==> src/rtl/popcount_block_ctrl.sv <==
// Ones-count sequencer: accepts a job of LEN words over a valid/ready stream
// and accumulates the number of set bits into a saturating total.
module popcount_block_ctrl #(
  parameter int unsigned IN_WIDTH  = 8,
  parameter int unsigned CNT_WIDTH = 4,
  parameter int unsigned LEN_WIDTH = 8,
  parameter int unsigned ACC_WIDTH = 12
) (
  input  logic                 clk,
  input  logic                 rst_n,
  input  logic                 start,
  input  logic [LEN_WIDTH-1:0] len,
  output logic                 busy,
  input  logic [IN_WIDTH-1:0]  in_data,
  input  logic                 in_valid,
  output logic                 in_ready,
  output logic [ACC_WIDTH-1:0] total,
  output logic                 done,
  output logic                 overflow
);

  localparam int unsigned SumWidth = ACC_WIDTH + 1;

  typedef enum logic [1:0] {StIdle, StRun, StDone} state_e;

  state_e               state_q, state_d;
  logic [LEN_WIDTH-1:0] remaining_q, remaining_d;
  logic [ACC_WIDTH-1:0] total_q, total_d;
  logic                 overflow_q, overflow_d;

  logic [CNT_WIDTH-1:0] ones;
  logic [SumWidth-1:0]  sum;

  // Combinational ones counter for the current input word.
  always_comb begin
    ones = '0;
    for (int i = 0; i < IN_WIDTH; i++) begin
      ones = ones + CNT_WIDTH'(in_data[i]);
    end
  end

  // One extra bit so the carry out flags saturation.
  assign sum = {1'b0, total_q} + SumWidth'(ones);

  // Next-state logic for FSM, word counter and accumulator.
  always_comb begin
    state_d     = state_q;
    remaining_d = remaining_q;
    total_d     = total_q;
    overflow_d  = overflow_q;
    unique case (state_q)
      StIdle: begin
        if (start) begin
          total_d     = '0;
          overflow_d  = 1'b0;
          remaining_d = len;
          state_d     = (len != '0) ? StRun : StDone;
        end
      end
      StRun: begin
        if (in_valid) begin
          if (remaining_q != '0) begin
            remaining_d = remaining_q - LEN_WIDTH'(1);
          end
          if (sum[ACC_WIDTH]) begin
            total_d    = '1;
            overflow_d = 1'b1;
          end else begin
            total_d = sum[ACC_WIDTH-1:0];
          end
          if (remaining_q == LEN_WIDTH'(1)) begin
            state_d = StDone;
          end
        end
      end
      StDone: begin
        state_d = StIdle;
      end
      default: begin
        state_d = StIdle;
      end
    endcase
  end

  // State registers with asynchronous active-low reset.
  always_ff @(posedge clk or negedge rst_n) begin
    if (!rst_n) begin
      state_q     <= StIdle;
      remaining_q <= '0;
      total_q     <= '0;
      overflow_q  <= 1'b0;
    end else begin
      state_q     <= state_d;
      remaining_q <= remaining_d;
      total_q     <= total_d;
      overflow_q  <= overflow_d;
    end
  end

  // Outputs decode from state only; in_ready never looks at in_valid.
  assign busy     = (state_q != StIdle);
  assign in_ready = (state_q == StRun);
  assign done     = (state_q == StDone);
  assign total    = total_q;
  assign overflow = overflow_q;

endmodule

==> config.mk <==
export PLATFORM = sky130hd
export DESIGN_NAME = popcount_block_ctrl
export DESIGN_NICKNAME = d
export VERILOG_FILES = /design/src/rtl/popcount_block_ctrl.sv
export SDC_FILE = /design/constraint.sdc
export NUM_CORES = 1
export LEC_CHECK = 0
export ABC_AREA = 0
export CORE_MARGIN = 2
export CORE_UTILIZATION = 50
export DETAILED_ROUTE_END_ITERATION = 8
export PLACE_DENSITY_LB_ADDON = 0.08
export SLEW_MARGIN = 5
export SYNTH_ARGS = -nofsm -noshare
export SYNTH_HDL_FRONTEND = slang
export SYNTH_SLANG_ARGS = --single-unit
==> constraint.sdc <==
create_clock -name clk -period 5.93 [get_ports clk]
set_input_delay 1.186 -clock clk [delete_from_list [all_inputs] [get_ports clk]]
set_output_delay 1.186 -clock clk [all_outputs]
set_load 0.01 [all_outputs]
**Word level (Yosys, flattened, before mapping)**

Cells that the tools add are included.

- Flip-flop bits (word level): 23
- Input port bits: 20
- Output and inout port bits: 16

- $add $sub $neg: 9
- Eq/ne operators: 8
- Mux-type cells: 17
- Reduce and logical (&&, ||, !) cells: 9

Operator list:

| kind | number |
|---|---|
| $mux 12 | 3 |
| $mux 8 | 3 |
| $pmux 12 s2 | 1 |
| $add 4x1->4 | 4 |
| $pmux 8 s2 | 1 |
| $reduce_bool 8->1 | 2 |
| $add 12x4->13 | 1 |
| $eq 8x1->1 const B | 1 |
| $mux 2 | 4 |
| $reduce_and 4->1 | 2 |
| $sub 8x1->8 const B | 1 |
| $ne 2x1->1 const B | 3 |
| $reduce_and 3->1 | 2 |
| $add 3x1->4 | 1 |
| $ne 2x2->1 const B | 2 |
| $pmux 2 s2 | 1 |
| $reduce_bool 2->1 | 2 |
| $add 2x1->3 | 1 |
| $mux 1 | 3 |
| $add 1x1->2 | 1 |
| $eq 2x1->1 const B | 1 |
| $eq 2x2->1 const B | 1 |
| $logic_not 2->1 | 1 |
| $pmux 1 s2 | 1 |

**Logic depth before layout (Yosys ltp)**

- Depth in word-level cells: 11
- Gate-level depth with buffers: 12

**Least setup slack after synthesis**

OpenSTA, ideal clock, no wires.

- Kind: input to register
- Start point: in in_data[0]
- End point: reg total_q[6], in the netlist total[6]
- Setup time: 0.087 ns
- Arrival time: 4.258 ns
- Setup slack: 1.585 ns
- Stages: 12
- Path buffers: 1
- Cells stage by stage: fa_1 inv_1 fa_1 fa_1 fa_1 inv_1 fa_1 nand3_1 and2_2 or4_4 buf_6 o211ai_1

- Word-level cells in the longest chain between the ends: 11

RTL lines:

| element | RTL line | source |
|---|---|---|
| start, declared | 14 | `input logic [IN_WIDTH-1:0] in_data,` |
| $add 1x1->2 | 38 | `ones = ones + CNT_WIDTH'(in_data[i]);` |
| $add 2x1->3 | 38 |  |
| $add 3x1->4 | 38 |  |
| $add 4x1->4 (4 in series) | 38 |  |
| $add 12x4->13 | 43 | `assign sum = {1'b0, total_q} + SumWidth'(ones);` |
| $mux 12 | 65 | `if (sum[ACC_WIDTH]) begin` |
| $mux 12 | 61 | `if (in_valid) begin` |
| $pmux 12 s2 | 51 | `unique case (state_q)` |
| end signal, assigned | 95 | `total_q <= total_d;` |
| end, declared | 28 | `logic [ACC_WIDTH-1:0] total_q, total_d;` |

No other way between the ends. The select of a mux whose other input is x is not followed.
A chain may end at the register's enable or synchronous reset.

**Worst setup path in the final report**

- Start point: in in_data[0]
- End point: reg overflow_q, in the netlist overflow

- Word-level cells in the longest chain between the ends: 10

RTL lines:

| element | RTL line | source |
|---|---|---|
| $add 1x1->2 | 38 |  |
| $add 2x1->3 | 38 |  |
| $add 3x1->4 | 38 |  |
| $add 4x1->4 (4 in series) | 38 |  |
| $add 12x4->13 | 43 |  |
| $ne 2x1->1 (no line) | - |  |
| $reduce_and 4->1 (no line) | - |  |
| end signal, assigned | 96 | `overflow_q <= overflow_d;` |
| end, declared | 29 | `logic overflow_q, overflow_d;` |

No other way between the ends.

==> reports/metrics.cfg <==
[sta]
period_share = 0.7797
hold_ws_ps = 526.3
setup-tns-final_ps = 0
fmax_ghz = 0.2163
finalClockSkew_ps = 9.591
relSlewSlack = 0.2744
worst-slew-pin-transition_ps = 1085
finalSetupViolCount = 0
layout_min_cycle_time_ps = 4624
rsz0062_at_grt = false
slew_violations = 0
hold_viol_final = 0

[routing]
wl_per_cell_um = 15.07
remaining_drc_errors = 0
vias = 1489
via_per_inst = 5.816
drt_iter0_markers = 105
first_pass_iters = 4
drt_wl_total_um = 3858
met1_length_um = 1861
highest_layer = met4
detail-route-antenna-nets = 0
met2_length_um = 1818
wl_met3_um = 159

[worst_setup_path]
setup.worst_path.end_class = register
critPathKind = in -> reg
cp-start-kind = primary input
cp_max_fo = 11
required_ps = 6170
crit_arrival_ps = 4860
cp-startpoint = in_data[0]
rr_startpoint = total[0]$_DFFE_PN0P_
reg2reg_slack_ps = 2720

[global_route]
grt_start_max_net_pins = 24
grtUsageTotal = 0.2321
grt_pass1_vias = 1465
grt_pass1_wl_um = 6499
overflow = 0
antenna_found_initial = 0

[clock_network]
cts.sinks = 23
cts_made_buffers = 3
cts.clk_slew.worst_paths_ps = 140
cts_setup_buffers = 0
cts_max_level = 1
cts_tree = yes
cts-root-buf = clkbuf_4
clk_latency_ps = 310
cts_buffer_depth = 2
post_cts_resized = 0
ctsHoldBuffers = 0

[finish]
final_nets = 246
syn_to_final_growth_pct = 24.46
layout-drive-gt1-share = 0.1038
mostFrequentLayoutCell = clkdlybuf4s50_1
diodes = 0
design_area_mm2 = 0.002018
layout_common_cells = clkdlybuf4s50_1 (35), dfrtp_1 (23), nor2_1 (16)
post-route-util = 0.6557

[place]
place_hpwl_um = 2902
dpl_cell_area_mm2 = 0.001991
gp_congestion = 0.8334
io_buffers = 35

[synthesis]
yosysUniqueCellTypes = 52
synth_edf_count = 0
async_reset_ff_frac = 1.000
synth-seq-cells = 23
avgSynthCellArea_um2 = 9.059
syn_nets = 212
yosys_warnings = 0
syn_inst = 179
ys_seq_area_frac = 0.3549
synth_area_mm2 = 0.001622
ys.flop_type = dfrtp_1

[run_status]
status = complete, no violations

[die]
ios = 36
start_util = 0.5268
std_cell_rows = 20
core_mm2 = 0.003078
die_y_um = 60.95
die_area_mm2 = 0.003715
fp.dieW_um = 60.95

[min_path]
hp-start = remaining_q[6]$_DFFE_PN0P_
hold_path.class = reg -> reg

[pwr]
p_leak_uw = 0.0008592
power.density_mw_per_mm2 = 372.3
ir_drop_v = 0.0001829

[flow_run]
drv_cap = 0

critical path: stages:
cell and delay [ps]:
clkdlybuf4s50_1 430, fa_1 550, inv_1 50, fa_1 490, fa_1 430, fa_1 410
inv_1 90, fa_1 200, nand3_1 100, and2_2 200, or4_4 570, a21boi_1 170
report_power, final:
part | internal, uW | switching [uW] | total [uW] | leakage (uW)
combinational | 202 | 213 | 415 | 0.000551
clock | 25.2 | 49.1 | 74.2 | 0.0000177
sequential | 205 | 57.5 | 262 | 0.000291
total | 432 | 320 | 751 | 0.000859
through the flow:
| step | std cells | power, uW | setup slack (ps) |
|---|---|---|---|
| 2_1_floorplan | 179 | 547.8 | 1585 |
| 3_3_place_gp | 252 | 664.5 | 1035 |
| 3_5_place_dp | 252 | 679.6 | 967.8 |
| 4_1_cts | 256 | 755.8 | 1303 |
| 5_1_grt | 256 | 814.6 | 1181 |
| 6_report | 256 | 751.3 | 1306 |
state kept, by name, summed over array words and instances, names as in the netlist:
signal	flops
total	12
remaining_q	8
state_q	2
overflow	1
area by class of cell:
type | count | area, um2
clock buffer | 3 | 22.52
clock inverter | 1 | 5.005
fill | 273 | 1060
inverter | 16 | 60.06
multi-input combinational | 134 | 949.7
sequential | 23 | 575.6
tap | 44 | 55.05
timing repair buffer | 35 | 350.3
synth_stat cells, types with 2 or more instances:
| cell type | count | area share |
|---|---|---|
| dfrtp_1 | 23 | 0.35 |
| o21a_1 | 2 | 0.0093 |
| nand2_1 | 14 | 0.032 |
| o22a_1 | 2 | 0.011 |
| clkbuf_1 | 2 | 0.0046 |
| nor2b_1 | 2 | 0.0077 |
| nand2b_1 | 2 | 0.0077 |
| nor2_1 | 16 | 0.037 |
| a21oi_1 | 11 | 0.034 |
| nor4_1 | 6 | 0.023 |
| buf_2 | 2 | 0.0062 |
| o211ai_1 | 2 | 0.0093 |
| a31oi_1 | 4 | 0.015 |
| or4_1 | 2 | 0.0093 |
| inv_1 | 15 | 0.035 |
| ha_1 | 8 | 0.062 |
| nand3_1 | 11 | 0.034 |
| o311ai_0 | 3 | 0.016 |
| or3_1 | 2 | 0.0077 |
| o21ai_0 | 7 | 0.022 |
| or2_2 | 2 | 0.0077 |
| fa_1 | 5 | 0.062 |
| nor3_1 | 7 | 0.022 |
path summary, 6_finish.rpt:
| check | to | cells past startpoint |
|---|---|---|
| hold / removal | remaining_q[6]$_DFFE_PN0P_ | 1 |
| min in group asynchronous | remaining_q[4]$_DFFE_PN0P_ | 1 |
| hold reg to reg | remaining_q[6]$_DFFE_PN0P_ | 1 |
| setup reg to reg | overflow$_DFFE_PN0P_ | 10 |
| setup / recovery | overflow$_DFFE_PN0P_ | 12 |
| max in group asynchronous | overflow$_DFFE_PN0P_ | 1 |
kinds of logic (layout without fill, tap and decap cells):
kind of cell / after synthesis / after routing / synth area share
adder cells (fa/ha/maj): 13 / 13 / 0.1235
XOR/XNOR: 1 / 1 / 0.005402
flip-flops: 23 / 23 / 0.3549
AO/OA/AOI/OAI: 45 / 45 / 0.2060
AND/OR/NAND/NOR: 74 / 74 / 0.2446
buffers and inverters: 22 / 55 / 0.05941
multiplexers: 1 / 1 / 0.006173
metal layers:
layer,up-vias,GRT usage
li1,725,-
met1,717,0.3445
met2,43,0.3502
met3,4,0.02985
met4,0,0.07764
met5,-,0
Power figures use the tool's default switching activity.
